===== config.mk =====
export PLATFORM = sky130hd
export DESIGN_NAME = sram_like_arbiter_flat
export DESIGN_NICKNAME = d
export VERILOG_FILES = /design/src/rtl/sram_like_arbiter_if.sv /design/src/rtl/sram_like_arbiter.sv /design/src/flat_wrapper.sv
export SDC_FILE = /design/constraint.sdc
export NUM_CORES = 1
export LEC_CHECK = 0
export ABC_CLOCK_PERIOD_IN_PS = 1900
export BUFFER_PORTS_ARGS = -buffer_cell sky130_fd_sc_hd__buf_2
export CORE_AREA = 4 4 109 111
export DETAILED_ROUTE_END_ITERATION = 10
export DIE_AREA = 0 0 113 115
export HOLD_SLACK_MARGIN = 0.1
export PLACE_DENSITY = 0.78
export RECOVER_POWER = 50
export SLEW_MARGIN = 25
export SYNTH_ARGS = -nofsm -noshare
export SYNTH_HDL_FRONTEND = slang
export SYNTH_SLANG_ARGS = --single-unit

===== constraint.sdc =====
create_clock -name clk -period 1.9 [get_ports clk]
set_input_delay 0.285 -clock clk [delete_from_list [all_inputs] [get_ports clk]]
set_output_delay 0.285 -clock clk [all_outputs]
set_load 0.01 [all_outputs]

===== src/rtl/sram_like_arbiter_if.sv =====
// ============================================================================
// sram_like_arbiter_if : bundle of the inst, data and shared memory SRAM-like
//                        ports arbitrated by sram_like_arbiter.
// Revision 1.0 : initial release
// ============================================================================
`default_nettype none

interface sram_like_arbiter_if #(
  parameter int ADDR_W = 32,
  parameter int DATA_W = 32
);
  logic              inst_req;
  logic [ADDR_W-1:0] inst_addr;
  logic [1:0]        inst_size;
  logic              inst_addr_ok;
  logic              inst_data_ok;
  logic [DATA_W-1:0] inst_rdata;

  logic              data_req;
  logic              data_wr;
  logic [1:0]        data_size;
  logic [ADDR_W-1:0] data_addr;
  logic [3:0]        data_wstrb;
  logic [DATA_W-1:0] data_wdata;
  logic              data_addr_ok;
  logic              data_data_ok;
  logic [DATA_W-1:0] data_rdata;

  logic              mem_req;
  logic              mem_wr;
  logic [1:0]        mem_size;
  logic [ADDR_W-1:0] mem_addr;
  logic [3:0]        mem_wstrb;
  logic [DATA_W-1:0] mem_wdata;
  logic              mem_addr_ok;
  logic              mem_data_ok;
  logic [DATA_W-1:0] mem_rdata;

  logic              arb_busy;

  // Environment side: pipeline requesters plus the memory responder.
  modport master (
    output inst_req, inst_addr, inst_size,
    input  inst_addr_ok, inst_data_ok, inst_rdata,
    output data_req, data_wr, data_size, data_addr, data_wstrb, data_wdata,
    input  data_addr_ok, data_data_ok, data_rdata,
    input  mem_req, mem_wr, mem_size, mem_addr, mem_wstrb, mem_wdata,
    output mem_addr_ok, mem_data_ok, mem_rdata,
    input  arb_busy
  );

  modport slave (
    input  inst_req, inst_addr, inst_size,
    output inst_addr_ok, inst_data_ok, inst_rdata,
    input  data_req, data_wr, data_size, data_addr, data_wstrb, data_wdata,
    output data_addr_ok, data_data_ok, data_rdata,
    output mem_req, mem_wr, mem_size, mem_addr, mem_wstrb, mem_wdata,
    input  mem_addr_ok, mem_data_ok, mem_rdata,
    output arb_busy
  );
endinterface

`default_nettype wire


===== src/rtl/sram_like_arbiter.sv =====
// ============================================================================
// sram_like_arbiter : shares one SRAM-like port between inst and data
//                     requesters, one transaction outstanding, data priority.
// Optional macro ARB_STARVE_GUARD_EN : grants inst after STARVE_MAX data wins.
// Revision 1.0 : initial release
// ============================================================================
`default_nettype none

module sram_like_arbiter #(
  parameter int ADDR_W     = 32,
  parameter int DATA_W     = 32,
  parameter int STARVE_MAX = 4
) (
  input  logic                clk,
  input  logic                resetn,
  sram_like_arbiter_if.slave  bus
);

  typedef enum logic [1:0] {
    IDLE = 2'd0,
    ADDR = 2'd1,
    DATA = 2'd2
  } state_t;

  state_t            state_q, state_d;
  logic              grant_data_q, grant_data_d;
  logic              wr_q, wr_d;
  logic [1:0]        size_q, size_d;
  logic [ADDR_W-1:0] addr_q, addr_d;
  logic [3:0]        wstrb_q, wstrb_d;
  logic [DATA_W-1:0] wdata_q, wdata_d;
  logic              pick_data;

`ifdef ARB_STARVE_GUARD_EN
  localparam int CNT_W = $clog2(STARVE_MAX + 1);

  logic [CNT_W-1:0] starve_q, starve_d;

  // Once data has won STARVE_MAX times in a row over a waiting inst, inst wins.
  assign pick_data = bus.data_req &&
                     !(bus.inst_req && (starve_q == CNT_W'(STARVE_MAX)));

  always_comb begin
    starve_d = starve_q;
    if (state_q == IDLE) begin
      if (!bus.inst_req) begin
        starve_d = '0;
      end else if (pick_data) begin
        starve_d = starve_q + CNT_W'(1);
      end else begin
        starve_d = '0;
      end
    end
  end

  always_ff @(posedge clk or negedge resetn) begin
    if (!resetn) begin
      starve_q <= '0;
    end else begin
      starve_q <= starve_d;
    end
  end
`else
  assign pick_data = bus.data_req;
`endif

  always_comb begin
    state_d      = state_q;
    grant_data_d = grant_data_q;
    wr_d         = wr_q;
    size_d       = size_q;
    addr_d       = addr_q;
    wstrb_d      = wstrb_q;
    wdata_d      = wdata_q;
    case (state_q)
      IDLE: begin
        if (bus.inst_req || bus.data_req) begin
          state_d      = ADDR;
          grant_data_d = pick_data;
          if (pick_data) begin
            wr_d    = bus.data_wr;
            size_d  = bus.data_size;
            addr_d  = bus.data_addr;
            wstrb_d = bus.data_wstrb;
            wdata_d = bus.data_wdata;
          end else begin
            wr_d    = 1'b0;
            size_d  = bus.inst_size;
            addr_d  = bus.inst_addr;
            wstrb_d = 4'h0;
            wdata_d = '0;
          end
        end
      end
      ADDR: begin
        if (bus.mem_addr_ok) begin
          state_d = DATA;
        end
      end
      DATA: begin
        if (bus.mem_data_ok) begin
          state_d = IDLE;
        end
      end
      default: state_d = IDLE;
    endcase
  end

  always_ff @(posedge clk or negedge resetn) begin
    if (!resetn) begin
      state_q      <= IDLE;
      grant_data_q <= 1'b0;
      wr_q         <= 1'b0;
      size_q       <= 2'd0;
      addr_q       <= '0;
      wstrb_q      <= 4'h0;
      wdata_q      <= '0;
    end else begin
      state_q      <= state_d;
      grant_data_q <= grant_data_d;
      wr_q         <= wr_d;
      size_q       <= size_d;
      addr_q       <= addr_d;
      wstrb_q      <= wstrb_d;
      wdata_q      <= wdata_d;
    end
  end

  // Handshake pulses pass through combinationally so zero-wait memory costs no cycle.
  assign bus.mem_req      = (state_q == ADDR);
  assign bus.mem_wr       = wr_q;
  assign bus.mem_size     = size_q;
  assign bus.mem_addr     = addr_q;
  assign bus.mem_wstrb    = wstrb_q;
  assign bus.mem_wdata    = wdata_q;

  assign bus.inst_addr_ok = (state_q == ADDR) && bus.mem_addr_ok && !grant_data_q;
  assign bus.data_addr_ok = (state_q == ADDR) && bus.mem_addr_ok &&  grant_data_q;
  assign bus.inst_data_ok = (state_q == DATA) && bus.mem_data_ok && !grant_data_q;
  assign bus.data_data_ok = (state_q == DATA) && bus.mem_data_ok &&  grant_data_q;
  assign bus.inst_rdata   = bus.mem_rdata;
  assign bus.data_rdata   = bus.mem_rdata;

  assign bus.arb_busy     = (state_q != IDLE);

endmodule

`default_nettype wire


===== src/flat_wrapper.sv =====
// flat-port wrapper written by rule: the top's interface ports become plain ports
module sram_like_arbiter_flat 
#(
  parameter int ADDR_W     = 32,
  parameter int DATA_W     = 32,
  parameter int STARVE_MAX = 4
)
  (clk, resetn, bus_inst_req, bus_inst_addr, bus_inst_size, bus_inst_addr_ok, bus_inst_data_ok, bus_inst_rdata, bus_data_req, bus_data_wr, bus_data_size, bus_data_addr, bus_data_wstrb, bus_data_wdata, bus_data_addr_ok, bus_data_data_ok, bus_data_rdata, bus_mem_req, bus_mem_wr, bus_mem_size, bus_mem_addr, bus_mem_wstrb, bus_mem_wdata, bus_mem_addr_ok, bus_mem_data_ok, bus_mem_rdata, bus_arb_busy);
  sram_like_arbiter_if #(.ADDR_W(ADDR_W), .DATA_W(DATA_W)) bus_i ();
  input  logic clk;
  input  logic resetn;
  input wire logic [$bits(bus_i.inst_req)-1:0] bus_inst_req;
  input wire logic [$bits(bus_i.inst_addr)-1:0] bus_inst_addr;
  input wire logic [$bits(bus_i.inst_size)-1:0] bus_inst_size;
  output wire logic [$bits(bus_i.inst_addr_ok)-1:0] bus_inst_addr_ok;
  output wire logic [$bits(bus_i.inst_data_ok)-1:0] bus_inst_data_ok;
  output wire logic [$bits(bus_i.inst_rdata)-1:0] bus_inst_rdata;
  input wire logic [$bits(bus_i.data_req)-1:0] bus_data_req;
  input wire logic [$bits(bus_i.data_wr)-1:0] bus_data_wr;
  input wire logic [$bits(bus_i.data_size)-1:0] bus_data_size;
  input wire logic [$bits(bus_i.data_addr)-1:0] bus_data_addr;
  input wire logic [$bits(bus_i.data_wstrb)-1:0] bus_data_wstrb;
  input wire logic [$bits(bus_i.data_wdata)-1:0] bus_data_wdata;
  output wire logic [$bits(bus_i.data_addr_ok)-1:0] bus_data_addr_ok;
  output wire logic [$bits(bus_i.data_data_ok)-1:0] bus_data_data_ok;
  output wire logic [$bits(bus_i.data_rdata)-1:0] bus_data_rdata;
  output wire logic [$bits(bus_i.mem_req)-1:0] bus_mem_req;
  output wire logic [$bits(bus_i.mem_wr)-1:0] bus_mem_wr;
  output wire logic [$bits(bus_i.mem_size)-1:0] bus_mem_size;
  output wire logic [$bits(bus_i.mem_addr)-1:0] bus_mem_addr;
  output wire logic [$bits(bus_i.mem_wstrb)-1:0] bus_mem_wstrb;
  output wire logic [$bits(bus_i.mem_wdata)-1:0] bus_mem_wdata;
  input wire logic [$bits(bus_i.mem_addr_ok)-1:0] bus_mem_addr_ok;
  input wire logic [$bits(bus_i.mem_data_ok)-1:0] bus_mem_data_ok;
  input wire logic [$bits(bus_i.mem_rdata)-1:0] bus_mem_rdata;
  output wire logic [$bits(bus_i.arb_busy)-1:0] bus_arb_busy;
  assign bus_i.inst_req = bus_inst_req;
  assign bus_i.inst_addr = bus_inst_addr;
  assign bus_i.inst_size = bus_inst_size;
  assign bus_inst_addr_ok = bus_i.inst_addr_ok;
  assign bus_inst_data_ok = bus_i.inst_data_ok;
  assign bus_inst_rdata = bus_i.inst_rdata;
  assign bus_i.data_req = bus_data_req;
  assign bus_i.data_wr = bus_data_wr;
  assign bus_i.data_size = bus_data_size;
  assign bus_i.data_addr = bus_data_addr;
  assign bus_i.data_wstrb = bus_data_wstrb;
  assign bus_i.data_wdata = bus_data_wdata;
  assign bus_data_addr_ok = bus_i.data_addr_ok;
  assign bus_data_data_ok = bus_i.data_data_ok;
  assign bus_data_rdata = bus_i.data_rdata;
  assign bus_mem_req = bus_i.mem_req;
  assign bus_mem_wr = bus_i.mem_wr;
  assign bus_mem_size = bus_i.mem_size;
  assign bus_mem_addr = bus_i.mem_addr;
  assign bus_mem_wstrb = bus_i.mem_wstrb;
  assign bus_mem_wdata = bus_i.mem_wdata;
  assign bus_i.mem_addr_ok = bus_mem_addr_ok;
  assign bus_i.mem_data_ok = bus_mem_data_ok;
  assign bus_i.mem_rdata = bus_mem_rdata;
  assign bus_arb_busy = bus_i.arb_busy;
  sram_like_arbiter #(.ADDR_W(ADDR_W), .DATA_W(DATA_W), .STARVE_MAX(STARVE_MAX)) u_core (.clk(clk), .resetn(resetn), .bus(bus_i));
endmodule

**Word-level counts from Yosys, hierarchy flattened**

Index checks and enable logic that the tools add are counted.
W data, S select, Z words.

- Eq/ne operators: 5
- Muxes and demuxes: 9
- Reductions and logical operators: 12

Operators by type and width:

| cell | count |
|---|---|
| $mux W32 | 2 |
| $mux W2 | 4 |
| $logic_and A1 B1 Y1 | 6 |
| $pmux W2 S3 | 1 |
| $mux W4 | 1 |
| $ne A2 B1 Y1 const B | 2 |
| $reduce_and A3 Y1 | 1 |
| $eq A2 B1 Y1 const B | 1 |
| $eq A2 B2 Y1 const B | 1 |
| $logic_not A2 Y1 | 1 |
| $ne A2 B2 Y1 const B | 1 |
| $reduce_and A2 Y1 | 1 |
| $reduce_bool A2 Y1 | 1 |
| $logic_not A1 Y1 | 1 |
| $logic_or A1 B1 Y1 | 1 |
| $mux W1 | 1 |

- Register bits: 74
- Output and inout port bits: 141
- Word-level logic and storage cells: 33

**Depth between registers and ports, before layout**

- Word-level depth: 3
- Gate-level depth with buffers: 5

**Worst setup path before layout**

OpenSTA, ideal clock, no wires.

- Path type: input -> register
- From: input port bus_data_req
- To: register u_core.addr_q[8] (netlist: u_core.bus.mem_addr[8])
- Library setup time: 125 ps
- Arrival time: 1195 ps
- Data required time: 1775 ps
- Path slack: 580 ps
- Stages on the path: 4
- Cells stage by stage: buf_6 > o21ai_4 > buf_2 > mux2_2

- Word-level cells in the longest chain between the ends: 2

RTL lines:

| item | RTL line | text |
|---|---|---|
| start: declaration | flat_wrapper.sv:18 | `input wire logic [$bits(bus_i.data_req)-1:0] bus_data_req;` |
| $logic_or A1 B1 Y1 | sram_like_arbiter.sv:77 | `if (bus.inst_req \|\| bus.data_req) begin` |
| $reduce_and A2 Y1 (no line) | -- |  |
| end signal: assignment | sram_like_arbiter.sv:123 | `addr_q <= addr_d;` |
| end: declaration | sram_like_arbiter.sv:29 | `logic [ADDR_W-1:0] addr_q, addr_d;` |

Parallel ways exist; a longest one is shown, timed or not.
A chain may end at the register's enable or synchronous reset.

**Final worst setup path**

- From: register u_core.state_q[1]
- To: output port bus_inst_addr_ok

- Word-level cells in the longest chain between the ends: 3

RTL lines:

| item | RTL line | text |
|---|---|---|
| start: declaration | sram_like_arbiter.sv:25 | `state_t state_q, state_d;` |
| start signal: assignment | sram_like_arbiter.sv:119 | `state_q <= state_d;` |
| $eq A2 B1 Y1 | sram_like_arbiter.sv:137 | `assign bus.inst_addr_ok = (state_q == ADDR) && bus.mem_addr_ok && !grant_data_q;` |
| $logic_and A1 B1 Y1 (2 in a row) | sram_like_arbiter.sv:137 |  |
| end: declaration | flat_wrapper.sv:15 | `output wire logic [$bits(bus_i.inst_addr_ok)-1:0] bus_inst_addr_ok;` |

Every way passes these cells.

==> run_results.csv <==
group,metric,value,unit
synth,synth_nets,416,
critical_path,slowest_stage,"dfrtp_1",
finish,multiInputGateArea,0.00118,mm2
timing,finalHoldViolations,0,
detailed_routing,ant_nets,0,
timing,min_period,1.64,ns
timing,skew,0.00969,ns
die,initial_core_util,33.5,%
critical_path,criticalPathCategory,"reg2out",
finish,fin_util,41.2,%
synth,synth_seq_cells,74,
critical_path,crit_chain,"nor2b_1 -> nand2_1 -> nor2_1 -> buf_2",
die,row_count,38,
min_path,hold_class,"in2reg",
critical_path,worstSetupEndpointType,"output port",
finish,final_nets,542,
place,io_buffers,187,
grt,track_usage,14.0,%
die,die_area,0.0130,mm2
critical_path,crit_arrival,1.35,ns
timing,slew_headroom,43.4,%
synth,yosys-top-cells-area,"dfrtp_1, mux2_2, buf_4, a22o_1, mux2_1",
critical_path,cp-start-kind,"flop",
finish,drive_gt1_share,67.1,%
finish,final-seq-area,0.00185,mm2
min_path,min_from,"bus_mem_data_ok",
grt,grt_pass1_wl,14.3,mm
finish,layout_commonest_cell,"buf_2",
die,die_y,115,um
die,io-pin-count,284,
finish,fill_cells,1040,
timing,worst_pin_slew,0.849,ns
finish,final_cell_mix,"buf_2, dfrtp_1, mux2_2",
cts,htree_levels,3,
timing,rsz0062_at_grt,"no",
cts,cts-hold-fix-buffers,1,
critical_path,startpoint,"u_core.state_q[1]",
timing,setup-tns-final,0,ns
cts,clockRootBuffer,"clkbuf_8",
cts,clock_sinks,74,
place,dpl.hpwl,7.37,mm
die,die_w,113,um
synth,synthesis.area,0.00362,mm2
detailed_routing,routed_wl,9.29,mm
critical_path,r2r-start,"u_core.state_q[1]",
timing,slew_violations,0,
synth,ys_seq_area_share,51.2,%
outcome,status,"completed",
cts,clk_path_buf_depth,2,
grt,grt_max_degree,48,
pwr,power_density,1550,mW/mm2
detailed_routing,post_drt_wl_per_cell,17.1,um
grt,grt.overflow.total,0,
die,core,0.0108,mm2
timing,setup_slack,0.262,ns
cts,cts_inserted_buffers,9,
pwr,peakVddDrop,0.000672,V
timing,clock.fmax,610,MHz
finish,fin_area,0.00445,mm2
synth,syn_avg_cell_area,13.2,um2
cts,clk_pin_slew,0.08,ns
timing,period_share,86.2,%
detailed_routing,drtIter0Drc,65,
cts,cts_post_setup_buffers_inserted,0,
detailed_routing,route.vias.total,2515,
finish,area_delta_synth_final,23.0,%
cts,cts_tree,"yes",
synth,synth_top_area_share,51.2,%
synth,synth_top_cell_by_area,"dfrtp_1",
synth,synthDistinctLibCells,21,
detailed_routing,via_per_inst,4.62,
place,globalplace.congestion,0.791,
detailed_routing,drtPass1Iterations,4,
place,placed_area,0.00422,mm2
synth,yosys_warnings,0,
detailed_routing,post-route-drc-count,0,
synth,synthCells,273,
run,drv_cap,0,
grt,grt_pass1_vias,2760,
finish,diodes,0,
grt,antenna_found_initial,0,
pwr,p_leak,2.27,nW
critical_path,worst_ep_required_time,1.62,ns
cts,clock_latency,0.34,ns
critical_path,cp_max_fo,4,
cts,post_cts_resized,0,
critical_path,slowest_delay,0.42,ns
timing,setup_viol_count_final,0,
place,dp_slack,0.343,ns
synthesized netlist by cell type, drive strengths merged:
library cell  instances
o21ai                 3
a21o                  1
buf                  77
nor3b                 1
nand2                 1
and2                  1
a22o                 37
and4b                 1
mux2                 68
dfrtp                74
clkbuf                2
and3                  1
nor2                  2
nand2b                1
inv                   2
nor2b                 1
per-stage QoR:
stage	std cells	power (mW)	hold WS, ns
detailed placement	527	5.62	0.262
finish	544	6.89	0.151
global placement	527	5.53	0.253
CTS	544	7.04	0.115
global route	544	7.39	0.121
floorplan	273	4.54	-0.0106
layer usage:
metal,part of all wire (%),GRT usage [%],wire length [um],vias up
met4,1.4,5.29,131,0
met1,35,14.7,3300,1200
met3,12,6.68,1160,10
met2,51,24.4,4700,151
met5,0,0,0,-
li1,-,-,-,1154
layout make-up:
type,count,area share [%]
Tap cell,140,3.94
Clock inverter,7,2.28
Sequential cell,74,41.6
Clock buffer,9,2.78
Timing Repair Buffer,194,22.7
Multi-Input combinational cell,118,26.5
Inverter,2,0.169
cells by family after synthesis:
family | after synthesis | share of synthesized area, %
AO/OA/AOI/OAI | 41 | 9.89
buffers and inverters | 81 | 16.2
flip-flops | 74 | 51.2
multiplexers | 68 | 21.2
AND/OR/NAND/NOR | 9 | 1.56
power breakdown:
group	switching (mW)	internal [mW]	leakage (nW)
clock network	0.617	0.753	0.112
logic	1.39	1.43	1.25
registers	0.384	2.31	0.907
worst max-delay path: cells and delay by family (launching register included):
| kind | cells | cell delay [ns] |
|---|---|---|
| flip-flops | 1 | 0.42 |
| AND/OR/NAND/NOR | 3 | 0.44 |
| buffers and inverters | 1 | 0.15 |
flip-flops by register name, summed over array words and instances (netlist names):
name and flops:
u_core.bus.mem_wstrb 4, u_core.bus.mem_addr 32, u_core.bus.mem_wr 1, u_core.grant_data_q 1, u_core.state_q 2, u_core.bus.mem_size 2, u_core.bus.mem_wdata 32
worst paths after layout:
kind                                       endpoint  slack, ns  depth (start not counted)
max in group asynchronous   u_core.bus.mem_addr[30]       0.61                          3
max reg2reg                u_core.bus.mem_wdata[11]       0.44                          4
min                               u_core.state_q[1]       0.15                          2
min in group asynchronous  u_core.bus.mem_wdata[19]       0.58                          2
max                                bus_inst_addr_ok       0.26                          4
min reg2reg                u_core.bus.mem_wdata[13]       0.50                          1
No activity file was read; power rests on OpenSTA's default activity.
